--- config.mk ---
export PLATFORM = sky130hd
export DESIGN_NAME = uart_tx_arbiter
export DESIGN_NICKNAME = d
export VERILOG_FILES = /design/src/rtl/definitions_pkg.sv /design/src/rtl/rr_select.sv /design/src/rtl/uart_tx_arbiter.sv
export SDC_FILE = /design/constraint.sdc
export NUM_CORES = 1
export LEC_CHECK = 0
export ABC_AREA = 0
export CELL_PAD_IN_SITES_DETAIL_PLACEMENT = 0
export CELL_PAD_IN_SITES_GLOBAL_PLACEMENT = 1
export CORE_MARGIN = 1
export CORE_UTILIZATION = 21
export DETAILED_ROUTE_END_ITERATION = 8
export PLACE_DENSITY = 0.9
export SKIP_CTS_REPAIR_TIMING = 1
export SYNTH_ARGS = -nofsm -noshare
export SYNTH_HDL_FRONTEND = slang
export SYNTH_HIERARCHICAL = 1
export SYNTH_SLANG_ARGS = --single-unit
--- constraint.sdc ---
create_clock -name clk -period 1.75 [get_ports clk]
set_clock_uncertainty 0.2 [all_clocks]
set_input_delay 0.175 -clock clk [delete_from_list [all_inputs] [get_ports clk]]
set_output_delay 0.175 -clock clk [all_outputs]
set_load 0.05 [all_outputs]
--- src/rtl/definitions_pkg.sv ---
// Shared types and constants for the UART transmit arbiter.
package definitions_pkg;

    typedef enum logic {
        IDLE = 1'b0,
        XFER = 1'b1
    } uart_arb_state_t;

    localparam int UART_BYTE_W = 8;

endpackage

--- src/rtl/rr_select.sv ---
// Round-robin pick: returns the first set request bit strictly after ptr, with wrap-around.
module rr_select #(
    parameter int N     = 4,
    parameter int IDX_W = $clog2(N)
) (
    input  logic [N-1:0]     req,
    input  logic [IDX_W-1:0] ptr,
    output logic             found,
    output logic [IDX_W-1:0] idx
);

    // Scan from the farthest offset down so the nearest request above ptr is assigned last and wins.
    always_comb begin
        found = 1'b0;
        idx   = '0;
        for (int i = N; i >= 1; i--) begin
            if (req[(int'(ptr) + i) % N]) begin
                found = 1'b1;
                idx   = IDX_W'((int'(ptr) + i) % N);
            end
        end
    end

endmodule

--- src/rtl/uart_tx_arbiter.sv ---
// Frame-locked round-robin arbiter feeding one UART TX FIFO from NUM_REQ byte-stream requesters.
// Optional idle-frame timeout is enabled with `define UART_ARB_TIMEOUT_EN.
module uart_tx_arbiter
    import definitions_pkg::*;
#(
    parameter int NUM_REQ        = 4,
    parameter int DATA_W         = UART_BYTE_W,
    parameter int TIMEOUT_CYCLES = 1024
) (
    input  logic                        clk,
    input  logic                        reset,
    input  logic [NUM_REQ-1:0]          req_valid,
    input  logic [NUM_REQ*DATA_W-1:0]   req_data,
    input  logic [NUM_REQ-1:0]          req_last,
    output logic [NUM_REQ-1:0]          req_ready,
    input  logic                        tx_full,
    output logic                        wr_uart,
    output logic [DATA_W-1:0]           in,
    output logic [$clog2(NUM_REQ)-1:0]  grant_id,
    output logic                        busy,
    output logic                        timeout_err
);

    localparam int IDX_W = $clog2(NUM_REQ);

    uart_arb_state_t                  state, state_nxt;
    logic [IDX_W-1:0]                 rr_ptr, rr_ptr_nxt, grant_nxt;
    logic [NUM_REQ-1:0][DATA_W-1:0]   data_a;
    logic                             pick_found;
    logic [IDX_W-1:0]                 pick_idx;
    logic                             xfer, gvalid, accept, to_hit;

    assign data_a  = req_data;
    assign xfer    = (state == XFER);
    assign gvalid  = req_valid[grant_id];
    assign accept  = xfer & gvalid & ~tx_full;
    assign wr_uart = accept;
    assign in      = xfer ? data_a[grant_id] : '0;
    assign busy    = xfer;

    always_comb begin
        req_ready = '0;
        if (xfer) req_ready[grant_id] = ~tx_full;
    end

    rr_select #(.N(NUM_REQ), .IDX_W(IDX_W)) u_sel (
        .req   (req_valid),
        .ptr   (rr_ptr),
        .found (pick_found),
        .idx   (pick_idx)
    );

`ifdef UART_ARB_TIMEOUT_EN
    localparam int TO_W = $clog2(TIMEOUT_CYCLES + 1);
    logic [TO_W-1:0] to_cnt;

    // Fires on the TIMEOUT_CYCLES-th consecutive silent cycle of a locked frame.
    assign to_hit      = xfer & ~gvalid & (to_cnt == TO_W'(TIMEOUT_CYCLES - 1));
    assign timeout_err = to_hit;

    always_ff @(posedge clk or posedge reset) begin
        if (reset)                        to_cnt <= '0;
        else if (!xfer || accept || to_hit) to_cnt <= '0;
        else if (!gvalid)                 to_cnt <= to_cnt + TO_W'(1);
    end
`else
    logic unused_timeout;
    assign unused_timeout = |TIMEOUT_CYCLES;
    assign to_hit         = 1'b0;
    assign timeout_err    = 1'b0;
`endif

    always_comb begin
        state_nxt  = state;
        rr_ptr_nxt = rr_ptr;
        grant_nxt  = grant_id;
        case (state)
            IDLE: if (pick_found) begin
                state_nxt = XFER;
                grant_nxt = pick_idx;
            end
            XFER: if ((accept & req_last[grant_id]) | to_hit) begin
                state_nxt  = IDLE;
                rr_ptr_nxt = grant_id;
            end
            default: state_nxt = IDLE;
        endcase
    end

    always_ff @(posedge clk or posedge reset) begin
        if (reset) begin
            state    <= IDLE;
            rr_ptr   <= IDX_W'(NUM_REQ - 1);
            grant_id <= '0;
        end else begin
            state    <= state_nxt;
            rr_ptr   <= rr_ptr_nxt;
            grant_id <= grant_nxt;
        end
    end

endmodule

After elaboration in Yosys (flattened, before gate mapping)
Index checks and enable logic that the tools add are counted.
{ "word_totals": {"register_bits": 5, "word_cells": 63} }
{ "op_classes": {"n_lt_le_gt_ge": 6, "add_sub_neg": 4, "n_bitwise": 10, "n_reduce_logical": 7, "n_mux": 33} }
{ "ops": {"columns": ["cell", "count"], "rows": [
  ["1-bit 2-to-1 mux", 17],
  ["8-bit binary-select mux with 2-bit select", 1],
  ["3-bit by 4-bit < comparator with 1-bit output, second input constant", 4],
  ["8-bit 2-to-1 mux", 2],
  ["1-bit binary-select mux with 2-bit select", 6],
  ["2-bit 2-to-1 mux", 4],
  ["2-bit OR reduction", 4],
  ["2-bit by 1-bit adder with 2-bit output, second input constant", 2],
  ["2-bit adder, second input constant", 2],
  ["1-bit AND, first input constant", 4],
  ["4-bit AND", 1],
  ["4-bit 2-to-1 mux", 1],
  ["2-bit AND reduction", 2],
  ["1-bit AND", 3],
  ["2-bit by 3-bit < comparator with 1-bit output, second input constant", 1],
  ["1-bit demux with 2-bit select", 1],
  ["2-bit by 1-bit greater-or-equal comparator with 1-bit output, second input constant", 1],
  ["1-bit NOT", 2],
  ["1-bit case mux with 2 select lines", 1],
  ["1-bit logical AND", 1]
]} }

Depth between registers and ports, before layout
{ "depth": {"ltp_word": 12, "mapped_depth": 5} }

By module
The synthesis kept the hierarchy.
{ "by_module_without_submodules": {"columns": ["module", "seq_area_each_um2", "n_inst", "area_per_inst_um2", "cells_each"], "rows": [
  ["uart_tx_arbiter", 127.6, 1, 595.6, 53],
  ["rr_select", 0.0, 1, 91.3, 14]
]} }

Worst setup path after synthesis
Ideal clock, no wire load.
{ "synth_timing": {"kind": "reg2out", "startpoint": "register grant_id[1]", "endpoint": "output wr_uart", "stages_incl_launch_ff": 5, "arrival_ns": 2.180, "slack_ns": -0.805, "t_required_ns": 1.375, "cell_sequence": "dfrtp_1 > buf_6 > mux2_4 > nor2_1 > a211oi_1"} }
{ "synth_between": {"elab_chain_len": 4} }
{ "synth_rtl": {"columns": ["item", "line", "text"], "rows": [
  ["from (decl)", "uart_tx_arbiter.sv:19", "output logic [$clog2(NUM_REQ)-1:0] grant_id,"],
  ["from (signal assigned)", "uart_tx_arbiter.sv:98", "grant_id <= grant_nxt;"],
  ["1-bit binary-select mux with 2-bit select", "uart_tx_arbiter.sv:35", "assign gvalid = req_valid[grant_id];"],
  ["1-bit 2-to-1 mux (not written as such)", "uart_tx_arbiter.sv:35", null],
  ["1-bit AND (2 in a row)", "uart_tx_arbiter.sv:36", "assign accept = xfer & gvalid & ~tx_full;"],
  ["to (decl)", "uart_tx_arbiter.sv:17", "output logic wr_uart,"]
]} }
No other way between the ends. The select of a mux whose other input is x is not followed.

Worst setup path after layout
{ "layout_timing": {"startpoint": "register grant_id[0]", "endpoint": "output in[4]"} }
{ "layout_between": {"elab_chain_len": 3} }
{ "layout_rtl": {"columns": ["item", "line", "text"], "rows": [
  ["8-bit binary-select mux with 2-bit select", "uart_tx_arbiter.sv:38", "assign in = xfer ? data_a[grant_id] : '0;"],
  ["8-bit 2-to-1 mux (not written as such)", "uart_tx_arbiter.sv:38", null],
  ["8-bit 2-to-1 mux", "uart_tx_arbiter.sv:38", null],
  ["to (decl)", "uart_tx_arbiter.sv:18", "output logic [DATA_W-1:0] in,"]
]} }
No other way between the ends. The select of a mux whose other input is x is not followed.

==> qor.txt <==
IO buf count -> 58
#FFs+latches synth -> 5
CP Data Arrival Time -> 1.62 ns
period utilisation layout -> 114%
highest-delay cell along the critical path -> mux4_2
total gr overflow -> 0
Core Util, Final -> 55.9%
total number of vias -> 817
Logic pwr share -> 86.1%
crit path cell chain -> buf_8 > mux4_2 > and2_4 > buf_8
share of cells above drive strength 1 -> 52.8%
Top Ports -> 60
NetSw -> 1420 uW
Synth Net Count -> 110
CP Data Required Time -> 1.37 ns
site row count -> 20
Vias/cell -> 4.39
Switching Share -> 45.9%
clock slew at reported path FFs -> 0.05 ns
DR pass1 iterations -> 4
DPL Wire Length -> 1880 microns
Clock Path Buffers -> 2
Crit Path Max Fanout -> 6
die height -> 59.2 microns
Post-synth EDFFs -> 0
FFs w/ async S/R, synth -> 100%
initial DRC count -> 19
Power Dens Cells -> 1800 nW/um^2
Internal -> 1680 uW
Net count, final -> 186
clock sink count -> 5
total power -> 3100 uW
CP Capture Type -> output port
core area -> 3080 sq um
sequential power share -> 9.2%
worst skew pair latency -> 0.25 ns
fmax -> 502 MHz
Yosys Warn Count -> 6
first-pass GRT wire length -> 3420 microns
placed cells -> 174
crit path launch type -> flop
syn_area_per_cell -> 10.3 sq um
predominant post-synthesis flop cell -> dfrtp_1
total wire length -> 2480 microns
failing checks -> setup timing
root buf cell -> clkbuf_4
Cell variety after synth -> 33
Syn Inst Count -> 67
area grow syn2layout -> 150%
ANT nets after route -> 0
status -> complete, but fails checks
DIE WIDTH -> 59.2 microns
area of the mapped netlist -> 687 sq um
Min Hold Slack -> 0.338 ns
min Tclk post-route -> 1.99 ns
max incr delay on CP -> 0.50 ns
antenna violations before repair -> 0
routability cong. -> 0.734
die area -> 3500 sq um
# diodes -> 0
CTS H-Tree Depth -> 1
post-synthesis sequential area ratio -> 18.6%
final setup margin -> -0.243 ns
clock power share -> 4.7%
Fin. Hold Viols -> 0
Avg WL per Cell -> 13.4 microns
Layout Cells excl Fill -> 186
drc violations -> 0
CTS tree -> yes
TritonCTS Buffers -> 3
Final setup viols -> 13
vias in the first global route -> 777
max-cap violations -> 0
Leak Pwr -> 0.000684 uW
Peak VDD IR -> 0.000494 V
most used cell along the critical path -> buf_8
largest net degree at the start of global routing -> 12
Hold WC Path Type -> flop to flop
critical path type -> flop to output port
unrepaired setup endpoints after global routing -> true
gr usage total -> 13.1%
max-slew violation count -> 0
Initial Util -> 22.3%
==> worst max-delay path: cells and delay by family, from the launching register on <==
kind,cells,cell delay (ns)
flops,1,0.42
simple gates,1,0.16
buf+inv,2,0.28
mux,1,0.50
==> power by group through the flow <==
stage | sequential [uW] | combinational (uW) | clock [uW]
floorplan | 344 | 1470 | 0
global placement | 349 | 2090 | 0
detailed placement | 357 | 2120 | 0
CTS | 354 | 2120 | 148
global route | 292 | 2790 | 152
finish | 284 | 2670 | 144
==> cells in the mapped netlist (2+ instances only) <==
cell type / number / area share, %
and2_1: 8 / 7.3
buf_6: 2 / 3.3
nand2_1: 2 / 1.1
mux2i_1: 3 / 4.4
a21oi_1: 2 / 1.5
dfstp_2: 2 / 7.7
inv_1: 3 / 1.6
nor2_1: 6 / 3.3
nor3_1: 2 / 1.5
dfrtp_1: 3 / 11
mux4_2: 8 / 26
mux2_2: 2 / 3.3
nand2b_1: 4 / 3.6
==> flip-flops by register name (all words and copies together), names as in the netlist <==
register  flops
grant_id      2
busy          1
rr_ptr        2
==> area by class of cell <==
cell class / instances / area, sq um
inverters: 3 / 11.3
well taps: 44 / 55.1
fillers: 253 / 1360
flip-flops and latches: 5 / 134
multi-input cells: 53 / 604
repair buffers: 77 / 888
clock buffers: 4 / 26.3
==> cells in the final DEF (no fill, tap or decap), drive strengths merged <==
cell type,count
nand2b,4
dfrtp,3
a21oi,3
clkdlybuf4s50,42
buf,34
o21ai,1
and2b,1
nand3,1
clkbuf,4
nor3,3
dfstp,2
nor2,6
nor2b,1
inv,3
mux2,4
a31oi,2
a21o,1
o221ai,1
and2,8
dlygate4sd3,1
mux2i,3
conb,1
mux4,8
o21a,1
nand2,2
a211oi,1
nand3b,1
==> cells by family after synthesis <==
family | count (synthesis) | share of synthesized area (%)
buf+inv | 9 | 9.47
simple gates | 27 | 22.0
mux | 15 | 37.7
flops | 5 | 18.6
other cells | 1 | 0.546
compound gates | 10 | 11.7
==> through the flow <==
stage | setup TNS (ns) | cell area (sq um) | worst slack, ns
floorplan | -0.901 | 776 | -0.163
CTS | -3.85 | 1530 | -0.369
finish | -2.21 | 1720 | -0.243
global placement | -0.662 | 1510 | -0.0736
global route | -2.79 | 1720 | -0.288
detailed placement | -0.866 | 1510 | -0.0929
==> layer usage <==
metal / wire, microns / track usage (%)
met5: 0 / 0
met4: 54 / 6.12
met3: 94 / 2.18
met2: 1460 / 23.8
met1: 873 / 14.8
==> worst paths after layout <==
check,startpoint,endpoint,slack (ns),cells after the start
setup / recovery,grant_id[0],in[4],-0.24,4
hold / removal,rr_ptr[0],rr_ptr[0],0.34,1
setup reg to reg,grant_id[0],rr_ptr[1],0,6
hold reg to reg,rr_ptr[0],rr_ptr[0],0.34,1
max in group asynchronous,reset,rr_ptr[1],0.63,3
min in group asynchronous,reset,grant_id[0],0.48,3
No activity file was read; power rests on OpenSTA's default activity.
